### src/rtl/branch_target_buffer_if.sv
// Fetch-side lookup and EX-side resolution signals of the branch target buffer.
// The pipeline drives the master modport; the BTB implements the slave modport.
interface branch_target_buffer_if;
  logic [31:0] if_pc;
  logic        pred_hit;
  logic        pred_taken;
  logic [31:0] pred_target;
  logic        ex_valid;
  logic [31:0] ex_pc;
  logic        ex_taken;
  logic [31:0] ex_target;
  logic        ex_pred_taken;
  logic [31:0] ex_pred_target;
  logic        mispredict;
  logic [31:0] redirect_pc;

  modport master (
    output if_pc, ex_valid, ex_pc, ex_taken, ex_target, ex_pred_taken, ex_pred_target,
    input  pred_hit, pred_taken, pred_target, mispredict, redirect_pc
  );

  modport slave (
    input  if_pc, ex_valid, ex_pc, ex_taken, ex_target, ex_pred_taken, ex_pred_target,
    output pred_hit, pred_taken, pred_target, mispredict, redirect_pc
  );
endinterface

### src/rtl/branch_target_buffer.sv
// Direct-mapped BTB with 2-bit saturating counters, mispredict detection and redirect PC.
// Optional BTB_STATS_EN adds saturating lookup/hit/mispredict counters.
module branch_target_buffer #(
  parameter int INDEX_BITS = 4
) (
  input  logic                 clk,
  input  logic                 rst_n,
  branch_target_buffer_if.slave bus
`ifdef BTB_STATS_EN
  ,
  output logic [31:0]          stat_lookups,
  output logic [31:0]          stat_hits,
  output logic [31:0]          stat_mispredicts
`endif
);
  localparam int ENTRIES  = 2 ** INDEX_BITS;
  localparam int TAG_BITS = 30 - INDEX_BITS;

  // Bit 1 of the encoding is the taken prediction.
  typedef enum logic [1:0] {
    STRONG_NOT_TAKEN = 2'b00,
    WEAK_NOT_TAKEN   = 2'b01,
    STRONG_TAKEN     = 2'b10,
    WEAK_TAKEN       = 2'b11
  } ctr_t;

  logic                valid_reg  [ENTRIES];
  logic [TAG_BITS-1:0] tag_reg    [ENTRIES];
  logic [31:0]         target_reg [ENTRIES];
  ctr_t                state_reg  [ENTRIES];

  logic [INDEX_BITS-1:0] rd_idx;
  logic [TAG_BITS-1:0]   rd_tag;
  logic [INDEX_BITS-1:0] wr_idx;
  logic [TAG_BITS-1:0]   wr_tag;
  logic                  wr_hit;
  ctr_t                  state_next;
  logic                  mispredict_c;

  assign rd_idx = bus.if_pc[INDEX_BITS+1:2];
  assign rd_tag = bus.if_pc[31:INDEX_BITS+2];
  assign wr_idx = bus.ex_pc[INDEX_BITS+1:2];
  assign wr_tag = bus.ex_pc[31:INDEX_BITS+2];

  // Lookup sees only registered contents, so a same-cycle update is not bypassed.
  always_comb begin
    bus.pred_hit    = valid_reg[rd_idx] && (tag_reg[rd_idx] == rd_tag);
    bus.pred_taken  = bus.pred_hit && state_reg[rd_idx][1];
    bus.pred_target = bus.pred_taken ? target_reg[rd_idx] : bus.if_pc + 32'd4;
  end

  always_comb begin
    mispredict_c    = 1'b0;
    bus.redirect_pc = 32'd0;
    if (bus.ex_valid) begin
      mispredict_c    = (bus.ex_pred_taken != bus.ex_taken) ||
                        (bus.ex_taken && (bus.ex_pred_target != bus.ex_target));
      bus.redirect_pc = bus.ex_taken ? bus.ex_target : bus.ex_pc + 32'd4;
    end
  end
  assign bus.mispredict = mispredict_c;

  assign wr_hit = valid_reg[wr_idx] && (tag_reg[wr_idx] == wr_tag);

  always_comb begin
    state_next = state_reg[wr_idx];
    if (bus.ex_taken) begin
      case (state_reg[wr_idx])
        STRONG_NOT_TAKEN: state_next = WEAK_NOT_TAKEN;
        WEAK_NOT_TAKEN:   state_next = WEAK_TAKEN;
        WEAK_TAKEN:       state_next = STRONG_TAKEN;
        default:          state_next = STRONG_TAKEN;
      endcase
    end else begin
      case (state_reg[wr_idx])
        STRONG_TAKEN:     state_next = WEAK_TAKEN;
        WEAK_TAKEN:       state_next = WEAK_NOT_TAKEN;
        WEAK_NOT_TAKEN:   state_next = STRONG_NOT_TAKEN;
        default:          state_next = STRONG_NOT_TAKEN;
      endcase
    end
  end

  // Hits train the counter; taken misses allocate, evicting any aliasing entry.
  always_ff @(posedge clk or negedge rst_n) begin
    if (!rst_n) begin
      for (int i = 0; i < ENTRIES; i++) begin
        valid_reg[i]  <= 1'b0;
        tag_reg[i]    <= '0;
        target_reg[i] <= 32'd0;
        state_reg[i]  <= STRONG_NOT_TAKEN;
      end
    end else if (bus.ex_valid) begin
      if (wr_hit) begin
        state_reg[wr_idx] <= state_next;
        if (bus.ex_taken) target_reg[wr_idx] <= bus.ex_target;
      end else if (bus.ex_taken) begin
        valid_reg[wr_idx]  <= 1'b1;
        tag_reg[wr_idx]    <= wr_tag;
        target_reg[wr_idx] <= bus.ex_target;
        state_reg[wr_idx]  <= WEAK_TAKEN;
      end
    end
  end

`ifdef BTB_STATS_EN
  logic [31:0] lookups_reg;
  logic [31:0] hits_reg;
  logic [31:0] mispredicts_reg;

  always_ff @(posedge clk or negedge rst_n) begin
    if (!rst_n) begin
      lookups_reg     <= 32'd0;
      hits_reg        <= 32'd0;
      mispredicts_reg <= 32'd0;
    end else begin
      if (bus.ex_valid && (lookups_reg != 32'hFFFF_FFFF))
        lookups_reg <= lookups_reg + 32'd1;
      if (bus.ex_valid && wr_hit && (hits_reg != 32'hFFFF_FFFF))
        hits_reg <= hits_reg + 32'd1;
      if (mispredict_c && (mispredicts_reg != 32'hFFFF_FFFF))
        mispredicts_reg <= mispredicts_reg + 32'd1;
    end
  end

  assign stat_lookups     = lookups_reg;
  assign stat_hits        = hits_reg;
  assign stat_mispredicts = mispredicts_reg;
`endif
endmodule
### src/flat_wrapper.sv
// flat-port wrapper written by rule: the top's interface ports become plain ports
module branch_target_buffer_flat 
#(
  parameter int INDEX_BITS = 4
)
  (clk, rst_n, bus_if_pc, bus_ex_valid, bus_ex_pc, bus_ex_taken, bus_ex_target, bus_ex_pred_taken, bus_ex_pred_target, bus_pred_hit, bus_pred_taken, bus_pred_target, bus_mispredict, bus_redirect_pc);
  branch_target_buffer_if bus_i ();
  input  logic clk;
  input  logic rst_n;
  input wire logic [$bits(bus_i.if_pc)-1:0] bus_if_pc;
  input wire logic [$bits(bus_i.ex_valid)-1:0] bus_ex_valid;
  input wire logic [$bits(bus_i.ex_pc)-1:0] bus_ex_pc;
  input wire logic [$bits(bus_i.ex_taken)-1:0] bus_ex_taken;
  input wire logic [$bits(bus_i.ex_target)-1:0] bus_ex_target;
  input wire logic [$bits(bus_i.ex_pred_taken)-1:0] bus_ex_pred_taken;
  input wire logic [$bits(bus_i.ex_pred_target)-1:0] bus_ex_pred_target;
  output wire logic [$bits(bus_i.pred_hit)-1:0] bus_pred_hit;
  output wire logic [$bits(bus_i.pred_taken)-1:0] bus_pred_taken;
  output wire logic [$bits(bus_i.pred_target)-1:0] bus_pred_target;
  output wire logic [$bits(bus_i.mispredict)-1:0] bus_mispredict;
  output wire logic [$bits(bus_i.redirect_pc)-1:0] bus_redirect_pc;
  assign bus_i.if_pc = bus_if_pc;
  assign bus_i.ex_valid = bus_ex_valid;
  assign bus_i.ex_pc = bus_ex_pc;
  assign bus_i.ex_taken = bus_ex_taken;
  assign bus_i.ex_target = bus_ex_target;
  assign bus_i.ex_pred_taken = bus_ex_pred_taken;
  assign bus_i.ex_pred_target = bus_ex_pred_target;
  assign bus_pred_hit = bus_i.pred_hit;
  assign bus_pred_taken = bus_i.pred_taken;
  assign bus_pred_target = bus_i.pred_target;
  assign bus_mispredict = bus_i.mispredict;
  assign bus_redirect_pc = bus_i.redirect_pc;
  branch_target_buffer #(.INDEX_BITS(INDEX_BITS)) u_core (.clk(clk), .rst_n(rst_n), .bus(bus_i));
endmodule
### config.mk
export PLATFORM = sky130hd
export DESIGN_NAME = branch_target_buffer_flat
export DESIGN_NICKNAME = d
export VERILOG_FILES = /design/src/rtl/branch_target_buffer_if.sv /design/src/rtl/branch_target_buffer.sv /design/src/flat_wrapper.sv
export SDC_FILE = /design/constraint.sdc
export NUM_CORES = 2
export LEC_CHECK = 0
export BUFFER_PORTS_ARGS = -buffer_cell sky130_fd_sc_hd__buf_2
export CORE_MARGIN = 2
export CORE_UTILIZATION = 45
export CTS_CLUSTER_DIAMETER = 80
export DETAILED_ROUTE_END_ITERATION = 12
export PLACE_DENSITY = 0.73
export REMOVE_ABC_BUFFERS = 1
export SYNTH_ARGS = -nofsm -noshare
export SYNTH_HDL_FRONTEND = slang
export SYNTH_SLANG_ARGS = --single-unit
### constraint.sdc
create_clock -name clk -period 5 [get_ports clk]
set_input_delay 1 -clock clk [delete_from_list [all_inputs] [get_ports clk]]
set_output_delay 1 -clock clk [all_outputs]
set_load 0.005 [all_outputs]
==> flow_summary.json <==
{
  "r2r_start": "u_core.tag_reg[93]",
  "clock_path_buffers": 3,
  "hold_path.class": "in2async",
  "htreeDepth": 3,
  "grt_pass1_vias": 34926,
  "grt.total_usage_pct": 28.5,
  "drc": 0,
  "max_freq_mhz": 187,
  "num_io_pins": 200,
  "syn_area_sq_mm": 0.0520,
  "fin_skew_ns": 0.0435,
  "crit_type": "in2out",
  "synth_top_area_share_pct": 47.0,
  "synth_cell_types": 65,
  "start_util_pct": 45.4,
  "cp-end-kind": "output port",
  "area_delta_synth_final_pct": 14.7,
  "crit_fanout": 19,
  "ir_drop_mv": 0.295,
  "dr.pass1.iters": 6,
  "fp-row-count": 124,
  "switching_share_pct": 27.6,
  "finalWorstSetupSlack_ns": -0.357,
  "tns_ns": -10.58,
  "fill_cells": 9369,
  "grt_overflow": 0,
  "hold_viol": 0,
  "status": "finished with violations",
  "cts.clk_slew.worst_paths_ns": 0.06,
  "wirelength_mm": 169,
  "largest_reg_flops": 512,
  "antenna_found_initial": 15,
  "p_comb_share_pct": 20.9,
  "via_per_inst": 6.41,
  "r2r_setup_slack_ns": 1.18,
  "pre_cts_ws_ns": -0.639,
  "violations": "negative setup slack",
  "place.port_buffers": 199,
  "max_slew_margin_pct": 8.40,
  "die_h_um": 344,
  "synth_top_cell_by_area": "dfrtp_1",
  "cp_data_arrival_time_ns": 4.36,
  "postLayoutCoreUtil_pct": 52.1,
  "tightest_slew_ns": 1.37,
  "rsz0062_at_grt": "yes",
  "reg2reg_depth": 11,
  "async_reset_ff_share_pct": 100,
  "setup_viol": 33,
  "ant_nets": 0,
  "clkSinkCount": 976,
  "synth-main-ff-cell": "dfrtp_1",
  "insertion_delay_ns": 0.72,
  "power_density_mw_per_mm2": 388,
  "die_area_sq_mm": 0.118,
  "wl_per_cell_um": 31.3,
  "synth_edf_count": 0,
  "intPower_mw": 16.8,
  "dr_total_vias": 34625,
  "grt_pass1_wl_mm": 246,
  "gp_congestion": 0.988,
  "root_buffer": "clkbuf_16",
  "leakagePower_nw": 26.2,
  "die_w_um": 344,
  "critPathCapture": "bus_pred_target[3]",
  "synthTopCellsByArea": "dfrtp_1 47%, mux2_2 18%, mux4_2 16%, mux2_4 3.8%, mux2i_1 2.2%",
  "fin_nets": 3934,
  "r2r_end": "u_core.tag_reg[154]",
  "seq_area_frac_synth_pct": 47.0,
  "synth_cells": 3604,
  "dp_hpwl_mm": 112,
  "drt_iter0_markers": 4099,
  "holdBufCountCts": 0,
  "cap_viol_max_count": 0,
  "cts_buffers": 104,
  "clockPowerShare_pct": 34.0,
  "post-route-min-period_ns": 5.36,
  "drive_gt1_share_pct": 52.1,
  "yosysMostFrequentCell": "dfrtp_1",
  "seq_power_share_pct": 45.0,
  "core-area_sq_mm": 0.115,
  "ys_warn_count": 0,
  "grt_max_degree": 111,
  "critPathLaunch": "bus_if_pc[2]",
  "required_ns": 4.00,
  "power_switching_mw": 6.38,
  "synthTopCellsByCount": "976 x dfrtp_1, 830 x mux2_2, 379 x mux4_2",
  "cts_tree": "done",
  "ys_ff_latch": 976,
  "avgSynthCellArea_sq_um": 14.4,
  "fin_crit_sh_pct": 107,
  "critPathLaunchType": "input pin",
  "finalMaxSlewViolations": 0
}
per-stage QoR:
step / power (mW) / hold WS, ns / cells / area (sq um)
floorplan: 13.3 / 0.445 / 3232 / 50300
global placement: 15.0 / 0.463 / 5189 / 55800
detailed placement: 15.2 / 0.478 / 5189 / 55800
CTS: 23.1 / 0.444 / 5391 / 59600
global route: 24.0 / 0.464 / 5396 / 59700
finish: 23.2 / 0.429 / 5398 / 59700
layer usage:
layer	vias up	share of wire, %	wire length (um)	global-route usage [%]
met4	24	4.2	7040	10.4
met5	-	0.087	147	0
met3	423	11	18900	9.40
met1	18410	41	68400	39.6
li1	13811	-	-	-
met2	1957	44	74400	42.0
worst max-delay path: stages:
cell and delay (ns):
buf_16 0.16, buf_12 0.13, mux4_2 0.50, mux2i_2 0.22
o22ai_2 0.13, or3_1 0.36, a211o_1 0.34, nor4_2 0.27
and4b_2 0.31, and2_4 0.21, buf_12 0.17, mux2_2 0.36
buf_2 0.13
logic make-up (layout without fill, tap and decap cells):
group,Yosys count,in the layout,synth area share (%)
muxes,1458,1458,40.4
DFF,976,976,47.0
and+or+nand+nor,435,435,4.09
buffers and inverters,390,669,3.49
AOI/OAI and AO/OA,191,191,2.40
xor gates and xnor gates,149,149,2.51
adders and majority gates,5,5,0.120
other,0,3,0
cells in the final DEF, fill, tap and decap left out, types with 7 or more instances in the layout:
cell and instances:
a211oi_1 19, a21oi_1 46, a22oi_1 15, and2_1 29, and3_1 14, buf_12 50, buf_2 180, buf_4 204
buf_6 12, bufinv_16 7, clkbuf_1 27, clkbuf_16 108, clkbuf_8 18, clkinv_2 24, dfrtp_1 976, inv_1 15
mux2_2 820, mux2_4 143, mux2i_1 111, mux4_2 379, nand2_1 88, nand2_2 13, nand3_1 56, nand4_1 23
nor2_1 115, nor2b_1 8, nor2b_4 13, nor3_1 8, nor4_1 12, o21a_1 17, o21ai_0 39, o22ai_1 8
or2_1 7, or2_2 9, or3_1 18, xnor2_1 78, xor2_1 71
power by group through the flow:
stage | registers [mW] | clock network, mW | logic, mW
detailed placement | 10.5 | 0 | 4.74
finish | 10.4 | 7.87 | 4.85
CTS | 10.4 | 7.94 | 4.80
global route | 10.6 | 8.28 | 5.12
floorplan | 10.1 | 0 | 3.18
global placement | 10.4 | 0 | 4.61
worst min-delay path by stage:
stage | cells after the start | endpoint | from | slack (ns)
5_1_grt | 1 | u_core.tag_reg[373] | rst_n | 0.46
3_5_place_dp | 1 | u_core.valid_reg[4] | u_core.valid_reg[4] | 0.48
2_1_floorplan | 1 | u_core.valid_reg[1] | u_core.valid_reg[1] | 0.45
4_1_cts | 1 | u_core.tag_reg[8] | rst_n | 0.44
3_3_place_gp | 1 | u_core.valid_reg[0] | u_core.valid_reg[0] | 0.46
6_report | 1 | u_core.tag_reg[373] | rst_n | 0.43
what timing repair did:
action | CTS | global route
cloned | 1 | 1
resized for setup | 44 | 2
pin swaps | 3 | 1
endpoints found under the hold margin | 0 | 0
setup buffers | 8 | 3
setup endpoints to repair | 33 | 34
layout make-up:
class,instances,area (sq um),share of cell area [%]
diodes,3,7.51,0.0126
clock buffers,150,2990,5.01
clock inverters,43,470,0.788
inverters,18,67.6,0.113
multi-input cells,2238,26000,43.6
flip-flops and latches,976,24400,40.9
well taps,1512,1890,3.17
repair buffers,458,3810,6.39
No activity file was read; power rests on OpenSTA's default activity.
